File: config.mk
export PLATFORM = sky130hd
export DESIGN_NAME = dna_word_packer_flat
export DESIGN_NICKNAME = d
export VERILOG_FILES = /design/src/rtl/dna_word_packer_if.sv /design/src/rtl/dna_word_packer.sv /design/src/flat_wrapper.sv
export SDC_FILE = /design/constraint.sdc
export NUM_CORES = 1
export LEC_CHECK = 0
export BUFFER_PORTS_ARGS = -buffer_cell sky130_fd_sc_hd__clkbuf_2
export CORE_ASPECT_RATIO = 0.9
export CORE_MARGIN = 3
export CORE_UTILIZATION = 55
export DETAILED_ROUTE_END_ITERATION = 12
export PLACE_DENSITY = 0.8
export SETUP_SLACK_MARGIN = 0.5
export SLEW_MARGIN = 0
export SYNTH_ARGS = -nofsm -noshare
export SYNTH_HDL_FRONTEND = slang
export SYNTH_SLANG_ARGS = --single-unit
File: constraint.sdc
create_clock -name clk -period 3 [get_ports clk]
set_clock_uncertainty 0.05 [all_clocks]
set_input_delay 0.45 -clock clk [delete_from_list [all_inputs] [get_ports clk]]
set_output_delay 0.45 -clock clk [all_outputs]
set_load 0.1 [all_outputs]
File: src/rtl/dna_word_packer_if.sv
// Handshake bundle for dna_word_packer: serial digit input stream and packed word output stream.
// Optional out_gc member is present only when DNA_PACK_GC_EN is defined.
interface dna_word_packer_if #(
    parameter int unsigned N = 4
) ();
    localparam int unsigned CW = $clog2(N + 1);

    logic            in_valid;
    logic            in_ready;
    logic [1:0]      in_digit;
    logic            in_last;
    logic            out_valid;
    logic            out_ready;
    logic [2*N-1:0]  out_word;
    logic [CW-1:0]   out_count;
    logic            out_last;
`ifdef DNA_PACK_GC_EN
    logic [CW-1:0]   out_gc;
`endif

    // Packer side.
    modport slave (
        input  in_valid,
        input  in_digit,
        input  in_last,
        input  out_ready,
        output in_ready,
        output out_valid,
        output out_word,
        output out_count,
`ifdef DNA_PACK_GC_EN
        output out_gc,
`endif
        output out_last
    );

    // Producer/consumer side.
    modport master (
        output in_valid,
        output in_digit,
        output in_last,
        output out_ready,
        input  in_ready,
        input  out_valid,
        input  out_word,
        input  out_count,
`ifdef DNA_PACK_GC_EN
        input  out_gc,
`endif
        input  out_last
    );
endinterface

File: src/rtl/dna_word_packer.sv
// Packs a serial stream of 2-bit nucleotide digits MSB-first into N-digit words with
// padded end-of-sequence flush. Optional G/C count output enabled by DNA_PACK_GC_EN.
module dna_word_packer #(
    parameter int unsigned N         = 4,
    parameter logic [1:0]  PAD_DIGIT = 2'b00
) (
    input logic               clk,
    input logic               rst,
    dna_word_packer_if.slave  io_bus
);
    localparam int unsigned CW   = $clog2(N + 1);
    localparam int unsigned CNTW = (N > 1) ? $clog2(N) : 1;
    localparam logic [CNTW-1:0] CntMax = CNTW'(N - 1);

    logic [2*N-1:0]  r_acc;
    logic [CNTW-1:0] r_cnt;
    logic            r_out_valid;
    logic [2*N-1:0]  r_out_word;
    logic [CW-1:0]   r_out_count;
    logic            r_out_last;

    logic            w_in_ready;
    logic            w_accept;
    logic            w_complete;
    logic [2*N-1:0]  w_word;
    logic [CW-1:0]   w_count;
`ifdef DNA_PACK_GC_EN
    logic [CW-1:0]   w_gc;
    logic [CW-1:0]   r_out_gc;
`endif

    assign w_in_ready = !r_out_valid || io_bus.out_ready;
    assign w_accept   = io_bus.in_valid && w_in_ready;
    assign w_complete = w_accept && ((r_cnt == CntMax) || io_bus.in_last);
    assign w_count    = CW'(r_cnt) + CW'(1);

    // Word as it stands with the incoming digit inserted at slot r_cnt; later slots padded.
    always_comb begin
        w_word = '0;
        for (int k = 0; k < N; k++) begin
            if (CNTW'(k) < r_cnt) begin
                w_word[2*(N-1-k) +: 2] = r_acc[2*(N-1-k) +: 2];
            end else if (CNTW'(k) == r_cnt) begin
                w_word[2*(N-1-k) +: 2] = io_bus.in_digit;
            end else begin
                w_word[2*(N-1-k) +: 2] = PAD_DIGIT;
            end
        end
    end

`ifdef DNA_PACK_GC_EN
    // G and C codes both have the high bit set; pad slots lie beyond r_cnt and are skipped.
    always_comb begin
        w_gc = '0;
        for (int k = 0; k < N; k++) begin
            if ((CNTW'(k) <= r_cnt) && w_word[2*(N-1-k)+1]) begin
                w_gc = w_gc + CW'(1);
            end
        end
    end
`endif

    always_ff @(posedge clk) begin
        if (rst) begin
            r_acc       <= {N{PAD_DIGIT}};
            r_cnt       <= '0;
            r_out_valid <= 1'b0;
            r_out_word  <= '0;
            r_out_count <= '0;
            r_out_last  <= 1'b0;
`ifdef DNA_PACK_GC_EN
            r_out_gc    <= '0;
`endif
        end else begin
            if (r_out_valid && io_bus.out_ready) begin
                r_out_valid <= 1'b0;
            end
            // A completing accept overrides the drain above and reloads the slot.
            if (w_accept) begin
                if (w_complete) begin
                    r_out_valid <= 1'b1;
                    r_out_word  <= w_word;
                    r_out_count <= w_count;
                    r_out_last  <= io_bus.in_last;
`ifdef DNA_PACK_GC_EN
                    r_out_gc    <= w_gc;
`endif
                    r_cnt       <= '0;
                    r_acc       <= {N{PAD_DIGIT}};
                end else begin
                    r_acc <= w_word;
                    r_cnt <= r_cnt + CNTW'(1);
                end
            end
        end
    end

    assign io_bus.in_ready  = w_in_ready;
    assign io_bus.out_valid = r_out_valid;
    assign io_bus.out_word  = r_out_word;
    assign io_bus.out_count = r_out_count;
    assign io_bus.out_last  = r_out_last;
`ifdef DNA_PACK_GC_EN
    assign io_bus.out_gc    = r_out_gc;
`endif
endmodule

File: src/flat_wrapper.sv
// flat-port wrapper written by rule: the top's interface ports become plain ports
module dna_word_packer_flat 
#(
    parameter int unsigned N         = 4,
    parameter logic [1:0]  PAD_DIGIT = 2'b00
)
  (clk, rst, io_bus_in_valid, io_bus_in_digit, io_bus_in_last, io_bus_out_ready, io_bus_in_ready, io_bus_out_valid, io_bus_out_word, io_bus_out_count, io_bus_out_last);
  dna_word_packer_if #(.N(N)) io_bus_i ();
  input logic clk;
  input logic rst;
  input wire logic [$bits(io_bus_i.in_valid)-1:0] io_bus_in_valid;
  input wire logic [$bits(io_bus_i.in_digit)-1:0] io_bus_in_digit;
  input wire logic [$bits(io_bus_i.in_last)-1:0] io_bus_in_last;
  input wire logic [$bits(io_bus_i.out_ready)-1:0] io_bus_out_ready;
  output wire logic [$bits(io_bus_i.in_ready)-1:0] io_bus_in_ready;
  output wire logic [$bits(io_bus_i.out_valid)-1:0] io_bus_out_valid;
  output wire logic [$bits(io_bus_i.out_word)-1:0] io_bus_out_word;
  output wire logic [$bits(io_bus_i.out_count)-1:0] io_bus_out_count;
  output wire logic [$bits(io_bus_i.out_last)-1:0] io_bus_out_last;
  assign io_bus_i.in_valid = io_bus_in_valid;
  assign io_bus_i.in_digit = io_bus_in_digit;
  assign io_bus_i.in_last = io_bus_in_last;
  assign io_bus_i.out_ready = io_bus_out_ready;
  assign io_bus_in_ready = io_bus_i.in_ready;
  assign io_bus_out_valid = io_bus_i.out_valid;
  assign io_bus_out_word = io_bus_i.out_word;
  assign io_bus_out_count = io_bus_i.out_count;
  assign io_bus_out_last = io_bus_i.out_last;
  dna_word_packer #(.N(N), .PAD_DIGIT(PAD_DIGIT)) u_core (.clk(clk), .rst(rst), .io_bus(io_bus_i));
endmodule
==> results of run 1 <==
critical path, delay by kind of cell (launching register included):
family	cells	cell delay, ps
buffers and inverters	2	550
flip-flops	1	350
AND/OR/NAND/NOR	1	320
cells by family (layout without fill, tap and decap cells):
group | count (synthesis) | after routing | synth area share
and+or+nand+nor | 29 | 29 | 0.180
AOI/OAI and AO/OA | 34 | 34 | 0.255
DFF | 21 | 21 | 0.416
adders and majority gates | 5 | 5 | 0.0620
buffers and inverters | 18 | 36 | 0.0867
cell type report:
type                       instances  area (sq um)  share of cell area
clock inverter                     1          5.00             0.00444
multi-input combinational         68           502               0.445
inverter                          12          47.5              0.0422
clock buffer                       3          22.5              0.0200
tap                               24          30.0              0.0266
sequential                        21           420               0.373
timing repair buffer              20           100              0.0888
how the worst min path moves through the flow:
stage | from | endpoint | slack (ps) | cells after the start
floorplan | u_core.r_acc[4] | u_core.r_acc[4] | 370 | 1
finish | u_core.r_acc[5] | u_core.r_acc[5] | 410 | 1
global route | io_bus_in_digit[1] | u_core.r_acc[7] | 400 | 3
CTS | io_bus_in_digit[0] | u_core.io_bus.out_word[6] | 400 | 3
global placement | u_core.r_acc[4] | u_core.r_acc[4] | 390 | 1
detailed placement | u_core.r_acc[5] | u_core.r_acc[5] | 390 | 1
sequential cells by signal, summed over array words and instances (netlist names):
name                     cells
u_core.io_bus.out_count      3
u_core.io_bus.out_last       1
u_core.io_bus.out_valid      1
u_core.io_bus.out_word       8
u_core.r_acc                 6
u_core.r_cnt                 2
placed cells by master, fill, tap and decap left out, drive strengths merged, types with 3 or more instances in the layout:
cell type / synthesis / layout
a21oi: 6 / 6
nor3: 3 / 3
nor2b: 4 / 4
nand4: 3 / 3
o31a: 6 / 6
clkbuf: 2 / 23
inv: 12 / 12
o2bb2ai: 4 / 4
dfxtp: 21 / 21
ha: 5 / 5
nand2: 5 / 5
a211oi: 5 / 5
nand2b: 3 / 3
power by group through the flow:
stage | combinational [mW] | clock (mW) | sequential [mW]
floorplan | 0.0530 | 0 | 0.364
global placement | 0.134 | 0 | 0.302
detailed placement | 0.134 | 0 | 0.303
CTS | 0.135 | 0.135 | 0.296
global route | 0.144 | 0.149 | 0.298
finish | 0.135 | 0.129 | 0.296
metal layers:
metal,share of wire,GRT usage
met5,0,0
met4,0.020,0.0860
met3,0.049,0.0680
met2,0.43,0.290
met1,0.50,0.266
==> run metrics, run 1 <==
peak supply drop 0.000358 V; antenna cell count 0; post-CTS setup repair buffer count 0; part of the total power dissipated in the clock network 0.230; Max Cap Viol 0; type of element launching the critical path flop; clock tree from TritonCTS done; Crit Reg-Reg Startpoint u_core.r_cnt[0]; sequential fraction of design power 0.528; global-route usage over all layers 0.199; count of flip-flops with a built-in enable after synthesis 0; endpoint of the lowest-slack register-to-register path u_core.io_bus.out_word[5]; wire length of the first global-routing pass 3480 microns; detailed placer's ending HPWL 1400 microns; number of sinks handled by clock tree synthesis 21; pre-CTS setup slack 1110 ps; I/O pin cnt 21; worst reg2reg setup slack 1280 ps; path category of the worst min-delay check reg2reg; cell area after synthesis 1010 sq um; post-synthesis cell type count 34; Data arrival, critical path 1530 ps; number of cell rows 14; run status completed; FF-to-FF path depth 4; post-synthesis cell type with the largest combined area dfxtp_1; biggest area contributors in the synthesized netlist dfxtp_1 42%, ha_1 6.2%, o31a_1 4.3%; clock-pin slew on the worst setup and hold paths 110 ps; flop and latch count out of synthesis 21; Inst Count DP 145; power dissipated by switching net loads 0.191 mW; Switching Fraction 0.341; portion of the clock cycle consumed by the worst path in the final layout 0.678; number of antenna violations at the first check in global routing 0; number of hold-slack violations in the final timing report 0; Die Outline Area 2390 sq um; cell with the largest stage delay on the worst path clkbuf_2; total number of vias 828; overall power 0.561 mW; Worst Setup Slack, final 967 ps; Slowest Stage Delay on Critical Path 400 ps; Die Wd 51.2 microns; origin of the worst setup path u_core.io_bus.out_valid; fraction of final layout cells with drive strength greater than 1 0.256; most repeated cell in the gate-level netlist after synthesis dfxtp_1; Die Height 46.7 microns; First DRT Iteration DRCs 21; category of the worst setup path capture point output pin; list of most frequent post-synthesis cells 21 x dfxtp_1, 10 x inv_1, 6 x a21oi_1; actual slew at the worst max-slew pin 603 ps; static leakage 0.456 nW; level count of the clock H-tree 1; power density over cell area 497 nW/um^2; GPL Wtd Cong 0.825; portion of synthesized cell area occupied by the leading cell type 0.416; syn_nets 119; setup repair after global routing missed its margin no; dpl cell area 1100 sq um; remaining design rule violation count 0; part of the power in combinational logic 0.241; count of input and output buffers 20; async set or reset register ratio after synthesis 0; Setup-failing EPs final 0; fmax 0.492 GHz; number of detailed-route iterations in the first pass 4; sequence of cells on the critical path nor2b_4, inv_2, clkbuf_2; Final Non-Filler Cells 149; WL/cell 13.2 microns; total length of routed wires 1970 microns; clock latency on the worst-skew pair 310 ps; Hold Slack 411 ps; fin nets 138; Post-Syn Instances 107; destination of the critical timing path io_bus_in_ready; number of warnings printed during yosys synthesis 0; count of hold-fix buffers inserted at cts 0; internal power consumption 0.369 mW; maximum fanout encountered on the critical timing path 14; final cell utilization of the core 0.663; summed negative setup slack over all endpoints 0 ps; overflow left after global routing 0; critical path data required time 2500 ps; Layout Area Growth over Synthesis 11.6%; Longest Clk Path Bufs 2; Core Box Area 1700 sq um; filler cell count in the final layout 164; flip-flop cell with the highest count after synthesis dfxtp_1; number of CTS-inserted buffers 3; mean number of vias per cell 5.56; post-layout min period 2030 ps; Setup CP Type reg2out; remaining antenna violation count after routing 0; CTS-repair resized insts 0; vias in the first global route 787; CTS root buffer clkbuf_4; Initial Utilization 0.594; fin area 1130 sq um; sequential-to-total area share from yosys stat 0.416; pin count of the biggest net entering global routing 20; Max Transition Viols Final 0; worst relative slew slack 0.595; Avg Cell Area, Syn 9.44 sq um
No activity file was read; power rests on OpenSTA's default activity.
==> run 2, diff against run 1 <==
--- a/config.mk
+++ b/config.mk
@@ -5,12 +5,13 @@
 export SDC_FILE = /design/constraint.sdc
 export NUM_CORES = 1
 export LEC_CHECK = 0
+export ABC_AREA = 1
 export BUFFER_PORTS_ARGS = -buffer_cell sky130_fd_sc_hd__clkbuf_2
 export CORE_ASPECT_RATIO = 0.9
 export CORE_MARGIN = 3
-export CORE_UTILIZATION = 55
+export CORE_UTILIZATION = 47
 export DETAILED_ROUTE_END_ITERATION = 12
-export PLACE_DENSITY = 0.8
+export PLACE_DENSITY = 0.73
 export SETUP_SLACK_MARGIN = 0.5
 export SLEW_MARGIN = 0
 export SYNTH_ARGS = -nofsm -noshare
==> constraint.sdc (replaced) <==
create_clock -name clk -period 1.67 [get_ports clk]
set_clock_uncertainty 0.05 [all_clocks]
set_input_delay 0.2505 -clock clk [delete_from_list [all_inputs] [get_ports clk]]
set_output_delay 0.2505 -clock clk [all_outputs]
set_load 0.1 [all_outputs]
==> run 2 against run 1 <==
Effect of this change: largest cell class unchanged; highest routed layer unchanged; register-to-register slack worse by 930 ps; synthesized cell count is 27% higher; non-clock buffer count is 10 higher; worst setup slack worse by 620 ps.
==> run metrics, run 2 <==
run status completed; WL/cell 20.8 microns; Met1 Routed Length 1550 microns; Inst Count DP 179; fmax 0.758 GHz; top metal layer carrying routed signals met4; async set or reset register ratio after synthesis 0; mean number of vias per cell 5.68; fraction of the mapped netlist area in adder cells 0.0631; Layout Area Growth over Synthesis 70.0%; clock-pin slew on the worst setup and hold paths 130 ps; static leakage 0.691 nW; maximum fanout encountered on the critical timing path 5; basic-gate share of the synthesized area counting and, or, nand and nor cells 0.341; actual slew at the worst max-slew pin 381 ps; sequential fraction of design power 0.480; sequential-to-total area share from yosys stat 0.424; combinational family with the most area after synthesis simple AND/OR/NAND/NOR gates; number of antenna violations at the first check in global routing 0; antenna cell count 0; Initial Utilization 0.508; Post-Syn Instances 136; global-route usage over all layers 0.262; post-synthesis cell type count 19; Max Transition Viols Final 0; Setup CP Type reg2reg; met2 wire len 1910 microns; Longest Clk Path Bufs 2; compound-cell area share of the yosys netlist 0.0947; level count of the clock H-tree 1; commonest non-fill, non-tap cells in the layout 43 x nand2_1, 13 x clkbuf_16, 12 x dfxtp_2; count of input and output buffers 20; post-layout min period 1320 ps; setup repair after global routing missed its margin yes; multiplexer share of the synthesized area 0; list of most frequent post-synthesis cells 51 x nand2_1, 21 x dfxtp_1, 16 x a21oi_1, 14 x inv_1, 10 x nor2_1; portion of the clock cycle consumed by the worst path in the final layout 0.790; number of sinks handled by clock tree synthesis 21; filler cell count in the final layout 86; most common cell after layout, fill and taps aside nand2_1; Core Box Area 1950 sq um; Hold Slack 204 ps; type of element launching the critical path flop; Switching Fraction 0.355; peak supply drop 0.000738 V; most repeated cell in the gate-level netlist after synthesis nand2_1; internal power consumption 0.727 mW; number of detailed-route iterations in the first pass 4; GPL Wtd Cong 0.818; remaining antenna violation count after routing 0; Final Non-Filler Cells 193; category of the worst setup path capture point flop; fin nets 181; overflow left after global routing 0; Setup-failing EPs final 0; number of warnings printed during yosys synthesis 0; number of hold-slack violations in the final timing report 0; clock latency on the worst-skew pair 320 ps; syn_nets 148; First DRT Iteration DRCs 53; summed negative setup slack over all endpoints 0 ps; number of CTS-inserted buffers 3; total number of vias 1096; wire length of the first global-routing pass 5030 microns; Avg Cell Area, Syn 7.29 sq um; post-synthesis cell type with the largest combined area dfxtp_1; Die Wd 54.4 microns; CP Buf/Inv Count 1; Top delay family on crit path flip-flops; cell area after synthesis 991 sq um; part of the power in combinational logic 0.299; flip-flop count of the largest register after layout 8; remaining design rule violation count 0; vias in the first global route 962; fraction of final layout cells with drive strength greater than 1 0.488; routed length on met3 415 microns; path category of the worst min-delay check in2reg; number of cell rows 15; pin count of the biggest net entering global routing 13; Die Outline Area 2700 sq um; power density over cell area 669 nW/um^2; worst relative slew slack 0.746; Max Cap Viol 0; sequence of cells on the critical path inv_2, ha_1, nand3_1, nand2_1, nand2_1, a21oi_1; portion of synthesized cell area occupied by the leading cell type 0.424; power dissipated by switching net loads 0.400 mW; Top cell by count, worst path nand2_1; critical path data required time 1870 ps; CTS root buffer clkbuf_4; flip-flop cell with the highest count after synthesis dfxtp_1; count of flip-flops with a built-in enable after synthesis 0; detailed placer's ending HPWL 1560 microns; cell with the largest stage delay on the worst path dfxtp_4; I/O pin cnt 21; Data arrival, critical path 1510 ps; final cell utilization of the core 0.863; Die Height 49.6 microns; total length of routed wires 4020 microns; Slowest Stage Delay on Critical Path 390 ps; clock tree from TritonCTS done; biggest area contributors in the synthesized netlist dfxtp_1 42%, nand2_1 19%, a21oi_1 8.1%; flop and latch count out of synthesis 21; xor/xnor cell area share of the yosys netlist 0; part of the total power dissipated in the clock network 0.221
==> run 2: changes by cell type in the layout (fill, tap and decap cells not counted), sizes merged, moves of 4 or more <==
cell     before  now
buf           0   11
nand2         5   54
a21oi         6   17
nand3         2    6
nor2b         4    0
o2bb2ai       4    0
a211oi        5    0
nor2          1   13
o31a          6    0
==> run 2: power groups by stage <==
stage / registers (mW) / logic (mW) / clock network (mW)
global placement: 0.542 / 0.215 / 0
detailed placement: 0.543 / 0.218 / 0
finish: 0.541 / 0.337 / 0.249
CTS: 0.537 / 0.281 / 0.251
global route: 0.543 / 0.348 / 0.277
floorplan: 0.628 / 0.0908 / 0
==> run 2: area by class of cell <==
| cell class | count | area [sq um] | share of cell area |
|---|---|---|---|
| clock inverter | 1 | 5.00 | 0.00297 |
| sequential | 21 | 447 | 0.265 |
| timing repair buffer | 30 | 470 | 0.279 |
| multi-input combinational | 98 | 647 | 0.384 |
| inverter | 15 | 61.3 | 0.0364 |
| clock buffer | 3 | 22.5 | 0.0134 |
| tap | 25 | 31.3 | 0.0186 |
==> run 2: timing repair <==
| item | CTS | global route |
|---|---|---|
| hold buffers | 0 | 0 |
| setup endpoints to repair | 35 | 34 |
| resized for setup | 53 | 27 |
| gates cloned | 1 | 0 |
| buffers inserted | 4 | 5 |
| pin swaps | 3 | 16 |
==> run 2: worst register-to-register path: cells and delay by family (launching register included) <==
family	cells	cell delay, ps
buffers and inverters	1	110
adder cells (fa/ha/maj)	1	200
AND/OR/NAND/NOR	3	340
AO/OA/AOI/OAI	1	170
flip-flops	1	390
==> run 2: path summary, 6_finish.rpt <==
kind / slack (ps) / from / depth (start not counted) / end
worst max-delay path: 350 / u_core.r_cnt[1] / 6 / u_core.io_bus.out_word[5]
worst min-delay path: 200 / rst / 2 / u_core.io_bus.out_valid
worst max register to register: 350 / u_core.r_cnt[1] / 6 / u_core.io_bus.out_word[5]
worst min register to register: 420 / u_core.r_acc[5] / 2 / u_core.r_acc[5]
==> run 2: per-stage QoR <==
stage | setup WS [ps] | power, mW | instance area (sq um)
floorplan | 341 | 0.719 | 1030
global placement | 350 | 0.757 | 1150
detailed placement | 251 | 0.761 | 1150
CTS | 434 | 1.07 | 1540
global route | 312 | 1.17 | 1680
finish | 351 | 1.13 | 1680
==> run 2: metal layers <==
layer / track usage / vias up
met3: 0.0665 / 19
met2: 0.416 / 88
met5: 0 / -
met4: 0.0954 / 0
met1: 0.333 / 495
li1: - / 494
==> run 2: logic make-up (layout without fill, tap and decap cells) <==
logic type,after synthesis,in the layout
fa+ha+maj,5,5
compound gates,18,18
flops,21,21
buf+inv,18,49
simple gates,74,75
==> run 3, diff against run 2 <==
==> constraint.sdc (replaced) <==
create_clock -name clk -period 1.1 [get_ports clk]
set_clock_uncertainty 0.05 [all_clocks]
set_input_delay 0.165 -clock clk [delete_from_list [all_inputs] [get_ports clk]]
set_output_delay 0.165 -clock clk [all_outputs]
set_load 0.1 [all_outputs]
==> run 3 against run 2 <==
Effect of this change: the flow now finishes with violations (setup timing); total power increased by 54%; die area unchanged; maximum frequency decreased by 2.3%; wire length decreased by 1.5%; count of clock-buffer cells in the layout increased by 1; critical path depth increased by 1; worst setup slack got worse by 600 ps; largest cell class unchanged; highest routed layer unchanged.
==> run metrics, run 3 (same netlist as run 2, synthesis figures left out) <==
dpl cell area 1470 sq um; post-layout min period 1350 ps; number of cell rows 15; number of antenna violations at the first check in global routing 0; pin count of the biggest net entering global routing 13; Top delay family on crit path simple AND/OR/NAND/NOR gates; clock tree from TritonCTS done; category of the worst setup path capture point flop; Initial Utilization 0.508; Inst Count DP 189; fin area 1730 sq um; type of element launching the critical path flop; number of detailed-route iterations in the first pass 4; Final Non-Filler Cells 200; Top cell by count, worst path nand2_1; number of sinks handled by clock tree synthesis 21; Worst Setup Slack, final -250 ps; setup repair after global routing missed its margin yes; Die Outline Area 2700 sq um; total number of vias 1147; commonest non-fill, non-tap cells in the layout 41 x nand2_1, 15 x buf_12, 15 x dfxtp_4; worst relative slew slack 0.825; CTS root buffer clkbuf_4; Max Cap Viol 0; fin nets 188; number of hold-slack violations in the final timing report 0; footprint of the multi-input gates 652 sq um; clock latency on the worst-skew pair 320 ps; WL/cell 19.8 microns; failing checks setup timing; maximum fanout encountered on the critical timing path 8; mean number of vias per cell 5.74; Setup-failing EPs final 22; clock-pin slew on the worst setup and hold paths 120 ps; fraction of final layout cells with drive strength greater than 1 0.543; flip-flop count of the largest register after layout 8; global-route usage over all layers 0.257; vias in the first global route 1077; wire length of the first global-routing pass 4970 microns; First DRT Iteration DRCs 54; count of input and output buffers 20; Setup CP Type reg2reg; Die Height 49.6 microns; sequential standard cell area 477 sq um; static leakage 0.698 nW; filler cell count in the final layout 84; remaining design rule violation count 0; Data arrival, critical path 1530 ps; remaining antenna violation count after routing 0; number of CTS-inserted buffers 3; Die Wd 54.4 microns; sequence of cells on the critical path ha_4, nor2_4, buf_12, nor2_8, nand2_1, nand2_1, nor2_1; cell with the largest stage delay on the worst path dfxtp_4; GPL Wtd Cong 0.871; path category of the worst min-delay check in2reg; Longest Clk Path Bufs 2; total length of routed wires 3960 microns; Core Box Area 1950 sq um; actual slew at the worst max-slew pin 263 ps; Max Transition Viols Final 0; critical path data required time 1280 ps; antenna cell count 0; I/O pin cnt 21; peak supply drop 0.000985 V; CP Buf/Inv Count 1; most common cell after layout, fill and taps aside nand2_1; fmax 0.741 GHz; summed negative setup slack over all endpoints -3750 ps; Slowest Stage Delay on Critical Path 410 ps; Layout Area Growth over Synthesis 74.6%; power density over cell area 1000 nW/um^2; run status finished with violations; overflow left after global routing 0; detailed placer's ending HPWL 1960 microns; level count of the clock H-tree 1; portion of the clock cycle consumed by the worst path in the final layout 1.23
run 3: worst paths after layout:
kind / start / endpoint / slack [ps] / cells past startpoint
worst max-delay path: u_core.r_cnt[0] / u_core.io_bus.out_word[2] / -250 / 7
worst min-delay path: rst / u_core.r_acc[3] / 70 / 2
worst max register to register: u_core.r_cnt[0] / u_core.io_bus.out_word[2] / -250 / 7
worst min register to register: u_core.io_bus.out_last / u_core.io_bus.out_last / 470 / 2
run 3: where the power goes:
group          total, mW  switching (mW)  internal, mW
logic              0.534           0.340         0.193
registers          0.801          0.0349         0.766
clock network      0.400           0.258         0.142
run 3: what timing repair did:
| item | 4_1_cts | 5_1_grt |
|---|---|---|
| endpoints found under the setup margin | 35 | 35 |
| setup buffers | 4 | 3 |
| hold buffers | 0 | 0 |
| gates resized for setup | 26 | 23 |
| pin swaps | 10 | 7 |
run 3: per-stage QoR:
step / total power, mW / setup slack [ps] / hold WS, ps / util
6_report: 1.73 / -250 / 66.9 / 0.887
2_1_floorplan: 1.07 / -229 / 252 / -
5_1_grt: 1.78 / -321 / 68.9 / 0.887
3_5_place_dp: 1.24 / -162 / 392 / 0.752
3_3_place_gp: 1.22 / -96.3 / 375 / 0.752
4_1_cts: 1.63 / -138 / 62.8 / 0.829
run 3: layout make-up:
class	count	area share
clock buffers	4	0.0152
inverters	15	0.0369
multi-input cells	97	0.377
flip-flops and latches	21	0.275
well taps	25	0.0181
repair buffers	38	0.278
run 3: metal layers:
layer  vias up  global-route usage  share of wire
li1        505                   -              -
met1       528               0.301           0.35
met2        90               0.412           0.51
met3        24              0.0302          0.080
met4         0               0.195          0.059
met5         -                   0              0
